**config.mk**
```make
export PLATFORM = sky130hd
export DESIGN_NAME = hazard_scoreboard_unit
export DESIGN_NICKNAME = d
export VERILOG_FILES = /design/src/rtl/hazard_pkg.sv /design/src/rtl/hazard_down_counter.sv /design/src/rtl/hazard_scoreboard_unit.sv
export SDC_FILE = /design/constraint.sdc
export NUM_CORES = 1
export LEC_CHECK = 0
export CORE_UTILIZATION = 52
export DETAILED_ROUTE_END_ITERATION = 10
export PLACE_DENSITY = 0.9
export SKIP_CTS_REPAIR_TIMING = 1
export SLEW_MARGIN = 25
export SYNTH_ARGS = -nofsm -noshare
export SYNTH_HDL_FRONTEND = slang
export SYNTH_SLANG_ARGS = --single-unit
```
**constraint.sdc**
```tcl
create_clock -name clk -period 2.8 [get_ports clk]
set_input_delay 0.56 -clock clk [delete_from_list [all_inputs] [get_ports clk]]
set_output_delay 0.56 -clock clk [all_outputs]
set_load 0.05 [all_outputs]
```
**src/rtl/hazard_pkg.sv**
```systemverilog
// Shared constants for the hazard scoreboard: register-zero index, default index width,
// stall-reason codes for debug probes, and a counter-width helper.
package hazard_pkg;

   localparam int unsigned RADDR_W_DEF = 5;
   localparam int unsigned ZERO_REG    = 0;

   localparam logic [1:0] HZ_NONE = 2'd0;
   localparam logic [1:0] HZ_DATA = 2'd1;
   localparam logic [1:0] HZ_MDU  = 2'd2;

   // Width needed to hold a countdown value of lat; never narrower than one bit.
   function automatic int unsigned cnt_width(input int unsigned lat);
      return (lat < 2) ? 1 : $clog2(lat + 1);
   endfunction

endpackage

```
**src/rtl/hazard_down_counter.sv**
```systemverilog
// Load-value, decrement-to-zero counter with a nonzero flag; one per scoreboard entry
// and one for the MDU busy timer.
module hazard_down_counter #(
   parameter int unsigned W = 2
) (
   input  logic         clk,
   input  logic         rst,
   input  logic         load_i,
   input  logic [W-1:0] load_val_i,
   output logic         nz_o
);

   logic [W-1:0] cnt_q;
   logic [W-1:0] cnt_d;

   // A load takes priority over the free-running decrement.
   always_comb begin
      cnt_d = cnt_q;
      if (load_i) begin
         cnt_d = load_val_i;
      end else if (cnt_q != '0) begin
         cnt_d = cnt_q - W'(1);
      end
   end

   always_ff @(posedge clk or posedge rst) begin
      if (rst) begin
         cnt_q <= '0;
      end else begin
         cnt_q <= cnt_d;
      end
   end

   assign nz_o = (cnt_q != '0);

endmodule

```
**src/rtl/hazard_scoreboard_unit.sv**
```systemverilog
// IF/ID hazard unit: per-register load-latency scoreboard, MDU busy timer,
// stall/flush generation and a saturating stall-cycle counter.
module hazard_scoreboard_unit
   import hazard_pkg::*;
#(
   parameter int unsigned NREG     = 32,
   parameter int unsigned RADDR_W  = $clog2(NREG),
   parameter int unsigned LOAD_LAT = 1,
   parameter int unsigned MDU_LAT  = 4,
   parameter int unsigned PERF_W   = 32
) (
   input  logic               clk,
   input  logic               rst,
   input  logic               issueValidD,
   input  logic [RADDR_W-1:0] rsD,
   input  logic [RADDR_W-1:0] rtD,
   input  logic               useRsD,
   input  logic               useRtD,
   input  logic [RADDR_W-1:0] writeRegD,
   input  logic               regWriteD,
   input  logic               memReadD,
   input  logic               mduStartD,
   input  logic               hiloReadD,
   input  logic               takenBranch,
   input  logic               pcSrc,
   output logic               Stall,
   output logic               Flush,
   output logic               mduBusy,
   output logic [PERF_W-1:0]  stallCount
);

   localparam int unsigned LCNT_W = cnt_width(LOAD_LAT);
   localparam int unsigned MCNT_W = cnt_width(MDU_LAT);

   logic              issue;
   logic [NREG-1:0]   reg_pending;
   logic [LCNT_W-1:0] ld_val;
   logic              hz_data;
   logic              hz_mdu;
   logic [PERF_W-1:0] stall_cnt_q;
   logic [PERF_W-1:0] stall_cnt_d;

   assign issue  = issueValidD & ~Stall & ~Flush;
   // Non-load writers clear the entry: their result is forwardable next cycle.
   assign ld_val = memReadD ? LCNT_W'(LOAD_LAT) : '0;

   assign reg_pending[ZERO_REG] = 1'b0;

   for (genvar r = 1; r < NREG; r++) begin : g_sb
      hazard_down_counter #(.W(LCNT_W)) u_cnt (
         .clk        (clk),
         .rst        (rst),
         .load_i     (issue & regWriteD & (writeRegD == RADDR_W'(r))),
         .load_val_i (ld_val),
         .nz_o       (reg_pending[r])
      );
   end

   hazard_down_counter #(.W(MCNT_W)) u_mdu (
      .clk        (clk),
      .rst        (rst),
      .load_i     (issue & mduStartD),
      .load_val_i (MCNT_W'(MDU_LAT)),
      .nz_o       (mduBusy)
   );

   assign hz_data = (useRsD & (rsD != RADDR_W'(ZERO_REG)) & reg_pending[rsD])
                  | (useRtD & (rtD != RADDR_W'(ZERO_REG)) & reg_pending[rtD]);
   assign hz_mdu  = issueValidD & (mduStartD | hiloReadD) & mduBusy;

   // A redirect squashes the ID instruction, so it must not also stall.
   assign Flush = takenBranch | pcSrc;
   assign Stall = issueValidD & (hz_data | hz_mdu) & ~Flush;

   always_comb begin
      stall_cnt_d = stall_cnt_q;
      if (Stall && (stall_cnt_q != '1)) begin
         stall_cnt_d = stall_cnt_q + PERF_W'(1);
      end
   end

   always_ff @(posedge clk or posedge rst) begin
      if (rst) begin
         stall_cnt_q <= '0;
      end else begin
         stall_cnt_q <= stall_cnt_d;
      end
   end

   assign stallCount = stall_cnt_q;

endmodule

```
# After elaboration in Yosys (flattened, before gate mapping)
# Cells that the tools add are included.
totals:
  wordCells: 223
  output_inout_bits: 35
  regBits: 66
  input_bits: 26
op_classes:
  n_reduce_logical: 5
  n_mux: 69
  bitwise_logic: 49
  magnitude_cmp: 2
  addsub: 33
  eq_ne: 32
ops:
  columns: ["op", "n"]
  rows:
  - ["$eq 5x5->1 const B", 16]
  - ["$mux 1", 65]
  - ["$and 1x1->1", 43]
  - ["$eq 5x4->1 const B", 8]
  - ["$add 32x1->32 const B", 1]
  - ["$ne 32x32->1 const B", 1]
  - ["$sub 1x1->1 const B", 31]
  - ["$eq 5x3->1 const B", 4]
  - ["$lt 5x6->1 const B", 2]
  - ["$bmux 1 s5", 2]
  - ["$eq 5x2->1 const B", 2]
  - ["$reduce_bool 5->1", 2]
  - ["$mux 3", 2]
  - ["$eq 5x1->1 const B", 1]
  - ["$or 1x1->1", 4]
  - ["$reduce_bool 3->1", 1]
  - ["$sub 3x1->3 const B", 1]
  - ["$not 1->1", 2]
  - ["$reduce_bool 2->1", 1]
  - ["$logic_and 1x1->1", 1]

# Longest topological paths before layout
# Gate-level depths: netlist of run 1.
logic_depth:
  depth_word: 13
  ltp_mapped: 10
  ltp_nobuf: 9

# Modules after synthesis
# From an unflattened synthesis of run 1, not the netlist that was laid out.
unflattened:
  cells_unflattened: 404
  hier_area_um2: 3824.9
by_module_without_submodules:
  columns: ["mod", "cells_per_inst", "area_each_um2", "seq_area_each_um2", "n_inst"]
  rows:
  - ["hazard_scoreboard_unit", 290, 2538.7, 800.8, 1]
  - ["hazard_down_counter (g_sb[10].u_cnt ...)", 3, 35.0, 25.0, 31]
  - ["hazard_down_counter (u_mdu)", 21, 200.2, 75.1, 1]

# Worst setup path before layout of run 1
# No wires, ideal clock.
synth_path:
  path_type: "input -> output"
  startpoint: "input rtD[0]"
  endpoint: "output Stall"
  t_required_ps: 2240
  arrival_time_ps: 2161
  cell_stages: 7
  setup_slack_ps: 79
  n_path_buf: 1
  path_cell_list: "buf_2 > mux4_2 > mux2i_1 > a21oi_1 > o211ai_1 > nand3_1 > and2_1"
synth_between:
  elab_chain_cells: 7
  word_cells_on_any_way: 9
  cone_classes: "mux (2); bitwise (6); reduce/logical (1)"
synth_lines:
  columns: ["item", "line", "source"]
  rows:
  - ["from (decl)", "hazard_scoreboard_unit.sv:16", "input logic [RADDR_W-1:0] rtD,"]
  - ["$bmux 1 s5 / $reduce_bool 5->1 (equally long branches)", "hazard_scoreboard_unit.sv:68", "| (useRtD & (rtD != RADDR_W'(ZERO_REG)) & reg_pending[rtD]);"]
  - ["$mux 1 (not written as such) / $and 1x1->1 (equally long branches)", "hazard_scoreboard_unit.sv:68", null]
  - ["$and 1x1->1 (*)", "hazard_scoreboard_unit.sv:68", null]
  - ["$or 1x1->1 (*)", "hazard_scoreboard_unit.sv:68", null]
  - ["$or 1x1->1 (*)", "hazard_scoreboard_unit.sv:73", "assign Stall = issueValidD & (hz_data | hz_mdu) & ~Flush;"]
  - ["$and 1x1->1 (*) (2 in a row)", "hazard_scoreboard_unit.sv:73", null]
  - ["to (decl)", "hazard_scoreboard_unit.sv:26", "output logic Stall,"]
# Every way passes the cells marked *; elsewhere a longest branch is shown, timed or not. The select of a mux whose other input is x is not followed.

# Worst setup path in the final report of run 1
# Same ends and word-level chain as after synthesis.

==> metrics.md, run 1 <==
| Metric | Value |
|---|---|
| R2r setup slk | `0.24 ns` |
| Synth area leader | `dfrtp_1` |
| CORE AREA | `approximately 0.006 mm²` |
| Slowest Stage Delay on Critical Path | `between 0.5 and 0.6 ns` |
| Most Crowded Layer GR | `met2` |
| Non-Filler Instances | `between 400 and 500` |
| Number of remaining DRC errors | `0` |
| CTS Buf Count | `9` |
| Max frequency | `approximately 0.35 GHz` |
| Slew Limit Fails | `0` |
| GR Util met2 | `roughly 42%` |
| PwrDens | `around 550 mW/mm²` |
| Die Ht | `81.48 µm` |
| # rows | `28` |
| Crit path buffers/inverters | `4` |
| Skew final | `0.006856 ns` |
| Final HPWL DP | `5375 µm` |
| First-pass GRT wire length | `11,760 µm` |
| Flops & latches, synth | `66` |
| FF-to-FF path depth | `12` |
| CTS tree | `yes` |
| Worst Setup Path Type | `in2out` |
| Area Growth Syn to Fin | `34.59%` |
| Worst-Margin Slew | `roughly 0.54 ns` |
| Reg2reg start | `g_sb[23].u_cnt.nz_o` |
| Worst EP arrival | `2.29 ns` |
| Synth area leaders | `dfrtp_1 (50%), mux4_2 (9.6%), xnor2_1 (6.9%)` |
| Setup crit end kind | `primary output` |
| Static leakage | `0.001966 µW` |
| Total gr overflow | `0` |
| Final #Nets | `407` |
| Final hold viol count | `0` |
| Vias post-DR | `2,611` |
| CTS max path bufs | `2` |
| Clk sinks | `66` |
| Top-area cell type share of the netlist area | `50.29%` |
| GP Congestion | `0.8404` |
| Layout cells sized above 1 | `approximately 18%` |
| First drt pass iteration count | `4` |
| Outcome | `finished, violations left` |
| Clock slew at reported path FFs | `roughly 0.070 ns` |
| RSZ-0062 raised after global routing | `yes` |
| Post-synth cell types | `44` |
| Mapped Nets | `roughly 330` |
| Yosys warning count | `0` |
| R2R Path End | `stallCount[20]` |
| Syn Std Cell Area | `0.003284 mm²` |
| ANT cells | `0` |
| Post-synth top flop | `dfrtp_1` |
| Placed cell count | `434` |
| Antenna Nets Post-Route | `0` |
| Placed inst area | `between 0.004 and 0.005 mm²` |
| CTS Root Cell | `clkbuf_8` |
| Startpoint Class | `input port` |
| Final Cell Area | `between 0.004 and 0.005 mm²` |
| # port buffers | `60` |
| Die area | `0.006638 mm²` |
| Syn_area_per_cell | `11.10 µm²` |
| Met3 Usage GRT | `about 5.3%` |
| GRT met1 Usage | `28.96%` |
| Failing checks | `setup timing` |
| Max cap viols | `0` |
| Drt total wl | `around 7600 µm` |
| Cell mode on critical path | `buf_8` |
| CP Max Fanout | `5` |
| CP Cell Sequence | `buf_8 -> buf_12 -> mux4_2 -> mux2i_1 -> o22ai_1 -> o211ai_1 -> buf_4 -> nand3_4 -> and2_4 -> buf_8` |
| Vias in the first global route | `2,591` |
| Die width | `slightly above 80 µm` |
| # IOs | `61` |
| Final worst-path cycle share | `101.9%` |
| Clk Latency, worst-skew pair | `0.34 ns` |
| Slowest cell on the critical path | `mux4_2` |
| WHS Endpoint | `stallCount[28]` |
| Hold Path Class | `reg2reg` |
| Initial core utilization | `54.82%` |
| Synth async-reset ratio | `100.0%` |
| Final setup violation count | `1` |
| Minimum clock period | `2.853 ns` |
| Htree depth | `3` |
| GRT Total Usage | `24.11%` |
| HP Start | `stallCount[28]` |
| Setup ws final | `-0.05305 ns` |
| Peak supply drop | `625.9 µV` |
| Avg Vias per Cell | `5.713` |
| Fin util | `~74%` |
| Pin count of the biggest net entering global routing | `32` |
| Synth Instances | `296` |
| Slew headroom | `63.73%` |
| Count leader, synth | `dfrtp_1` |
| Commonest cells post-synth | `dfrtp_1 (66), nor2_1 (47), xnor2_1 (26)` |
| CP required | `2.24 ns` |
| Post-synth EDFFs | `0` |
| Initial DRC count | `138` |
| Hold path depth | `1` |
| Cell family with most CP delay | `multiplexers` |
| Register area share after synthesis | `roughly half` |
| Wire length per cell | `16.54 µm` |
| Initial antenna violation count | `0` |
| Fillers | `391` |
-- worst max-delay path by stage --
stage	to	startpoint	depth (start not counted)
finish	Stall	rtD[0]	10
global route	Stall	rtD[0]	10
CTS	Stall	rtD[0]	9
detailed placement	Stall	rtD[0]	9
global placement	Stall	rtD[0]	9
floorplan	Stall	rtD[0]	7
-- cell usage in the layout (no fill, tap or decap), types with 4 or more instances in the layout --
| cell | n |
|---|---|
| and2_1 | 4 |
| and3_1 | 11 |
| buf_4 | 16 |
| clkbuf_8 | 12 |
| clkdlybuf4s50_1 | 53 |
| dfrtp_1 | 66 |
| dlymetal6s2s_1 | 4 |
| inv_1 | 7 |
| mux2i_1 | 6 |
| mux4_2 | 14 |
| nand2_1 | 18 |
| nand3_1 | 18 |
| nand3b_1 | 4 |
| nand4_1 | 18 |
| nor2_1 | 47 |
| xnor2_1 | 26 |
| xor2_1 | 6 |
-- power by group --
group          switching (µW)  internal, µW
Clock                     336           478
Sequential               62.4          1010
Combinational             313           226
Total                     711          1710
-- per-layer routing --
| layer | share of wire, % | wire length [µm] |
|---|---|---|
| met4 | 0.99 | 75 |
| met1 | 42 | 3202 |
| met2 | 51 | 3889 |
| met3 | 5.2 | 391 |
| met5 | 0 | 0 |
-- through the flow --
step                       TNS, ns  hold slack (ns)  total power (µW)  setup slack [ns]
after floorplan                  0           0.4900              1389           0.07867
after global placement      -17.57           0.4828              1565           -0.5273
after detailed placement    -23.47           0.4901              1585           -0.6047
after CTS                   -4.621           0.5047              2404           -0.6120
after global routing       -0.1317           0.5345              2522           -0.1317
final                     -0.05305           0.4987              2421          -0.05305
-- flip-flops by register name (all words and copies together) (netlist names) --
name,cells
g_sb.u_cnt.nz_o,31
u_mdu.cnt_q,3
stallCount,32
-- worst reg2reg max path, delay by kind of cell, from the launching register on --
kind / cells / cell delay [ns]
DFF: 1 / 0.38
muxes: 2 / 0.64
buffers and inverters: 4 / 0.65
xor gates and xnor gates: 1 / 0.14
and+or+nand+nor: 2 / 0.19
AOI/OAI and AO/OA: 3 / 0.48
-- cells by family after synthesis --
kind of cell	after synthesis	synth area share (%)
muxes	23	12.46
adders and majority gates	3	1.143
buffers and inverters	20	2.667
xor gates and xnor gates	32	8.533
AOI/OAI and AO/OA	12	2.553
DFF	66	50.29
and+or+nand+nor	140	22.36
-- layout make-up --
cell class / count / area [µm²] / share of cell area [%]
clock buffer: 13 / 168.9 / 3.821
tap: 75 / 93.84 / 2.123
sequential: 66 / 1652 / 37.36
inverter: 8 / 30.03 / 0.6793
timing repair buffer: 83 / 868.3 / 19.64
multi-input combinational: 210 / 1573 / 35.58
clock inverter: 2 / 35.03 / 0.7925
No activity file was read; power rests on OpenSTA's default activity.
==> inputs of run 2 (changes only) <==
Settings changed: CTS_CLUSTER_DIAMETER set to 120.
==> results of run 2 <==
Same layout as run 1: the final DEF is identical, and so are final timing and power.
==> edit, RTL diff (settings of run 2) <==
`NREG`: 32 -> 64.
--- a/src/rtl/hazard_scoreboard_unit.sv
+++ b/src/rtl/hazard_scoreboard_unit.sv
@@ -3,7 +3,7 @@
 module hazard_scoreboard_unit
    import hazard_pkg::*;
 #(
-   parameter int unsigned NREG     = 32,
+   parameter int unsigned NREG     = 64,
    parameter int unsigned RADDR_W  = $clog2(NREG),
    parameter int unsigned LOAD_LAT = 1,
    parameter int unsigned MDU_LAT  = 4,
Interface: changed (resized rsD, rtD and writeRegD); port bits go from 61 to 64. No check against the original RTL was run, so the function may have changed too.
==> edit against run 2 <==
The flow still finishes with violations (setup timing). Synthesized area up 56%. Setup slack worse by 0.20 ns. Routed wire length up 87%. Power up 32%. Sequential cell count up 32. Design area up 50%. Global-route usage up 4.1 points. Maximum frequency down 6.7%. Non-clock buffer count up 31. Via count up 66%.
==> edit: results (changes against run 2) <==
| Metric | Value |
|---|---|
| Number of cells on the worst reg-to-reg path | `9 (-3)` |
| Max Clock Skew | `0.0190 ns (+0.0121 ns)` |
| Reg2reg start | `g_sb[47].u_cnt.nz_o` |
| Arrival @ worst endpoint | `2.50 ns (+0.21 ns)` |
| Metal2 WL | `6.90 mm (+77%)` |
| Total GRT Usage | `28.2% (+4.1 points)` |
| Setup WS post-layout | `-0.257 ns (-0.204 ns)` |
| Post-synthesis mux area share | `14.2% (+1.7 points)` |
| Area contributors post-synth | `dfrtp_1, mux4_2, nor3_1, xor2_1, nand3_1` |
| Clock-pin slew on the worst setup and hold paths | `0.11 ns (+0.04 ns)` |
| Number of I/O port buffers | `63 (+5.0%)` |
| Failing checks | `setup timing` |
| R2R setup slack | `0.03 ns (-0.21 ns)` |
| First-pass GRT wire length | `21.7 mm (+85%)` |
| Max reg flops | `63 (+97%)` |
| Routed WL | `14.1 mm (+87%)` |
| # fillers | `650 (+66%)` |
| VDD IR max | `0.326 mV (-48%)` |
| Post-synthesis compound-gate area fraction | `5.23% (+2.7 points)` |
| Leakage | `0.00287 µW (+46%)` |
| Status | `finished, violations left` |
| Crit path max fanout | `8 (+3)` |
| Vias per Instance | `6.19 (+8.4%)` |
| Met3 routed WL | `955 µm (+140%)` |
| Slew margin rel. | `40.6% (-23 points)` |
| Hold Crit Start | `stallCount[4]` |
| DR iter-0 viols | `390 (+180%)` |
| Finish-stage setup viols | `1 (unchanged)` |
| DP HPWL | `9.96 mm (+85%)` |
| Seq/Total Area, Yosys | `47.9% (-2.4 points)` |
| XOR/XNOR share of the synthesized area | `5.47% (-3.1 points)` |
| DP Worst Slack | `-0.766 ns (-0.161 ns)` |
| Vias in the first global route | `4264 (+65%)` |
[edit: cell types whose count changed after synthesis, moves of 9 or more]
| cell | change |
|---|---|
| mux2_1 | +9 |
| nor2_1 | -20 |
| xnor2_1 | -16 |
| xor2_1 | +16 |
| dfrtp_1 | +32 |
| nand2_1 | +9 |
| nor3_1 | +76 |
[edit: power breakdown]
group          leakage [µW]  internal, µW  switching, µW
Combinational       0.00143           323            457
Clock             0.0000958           348            540
Sequential          0.00134          1470           65.5
Total               0.00287          2140           1060
[edit: worst max path at each step]
stage	start	endpoint	slack, ns	cells after the start
2_1_floorplan	rsD[1]	Stall	-0.29	9
3_3_place_gp	rtD[0]	Stall	-0.69	10
3_5_place_dp	rtD[0]	g_sb[52].u_cnt.nz_o	-0.77	11
4_1_cts	rtD[0]	Stall	-0.74	10
5_1_grt	rsD[0]	Stall	-0.34	10
6_report	rtD[0]	Stall	-0.26	12
[edit: per-layer routing]
metal | up-vias | track usage [%]
met1 | 2169 | 37.4
li1 | 1917 | -
met3 | 47 | 5.80
met4 | 0 | 11.1
met5 | - | 0
met2 | 201 | 45.8
[edit: critical path: cells and delay by family]
kind	cells	cell delay [ns]
compound gates	2	0.41
buf+inv	6	0.69
mux	1	0.48
simple gates	3	0.36
[edit: final cells by class]
| class | count | area share, % |
|---|---|---|
| Sequential cell | 98 | 37.1 |
| Multi-Input combinational cell | 332 | 39.4 |
| Inverter | 11 | 0.737 |
| Timing Repair Buffer | 114 | 17.5 |
| Tap cell | 129 | 2.44 |
| Clock inverter | 7 | 1.02 |
| Clock buffer | 9 | 1.87 |
[edit: logic make-up (layout without fill, tap and decap cells)]
group	count (synthesis)	count (layout)
simple gates	220	220
flops	98	98
mux	44	44
buf+inv	39	141
compound gates	33	33
xor+xnor	32	32
fa+ha+maj	3	3
[edit: metrics by stage]
step | TNS (ns) | std cells | area (µm²)
6_report | -0.257 | 700 | 6620
5_1_grt | -0.419 | 700 | 6620
4_1_cts | -24.99 | 687 | 6300
3_5_place_dp | -61.52 | 671 | 6110
3_3_place_gp | -54.40 | 671 | 6110
2_1_floorplan | -0.288 | 469 | 5140
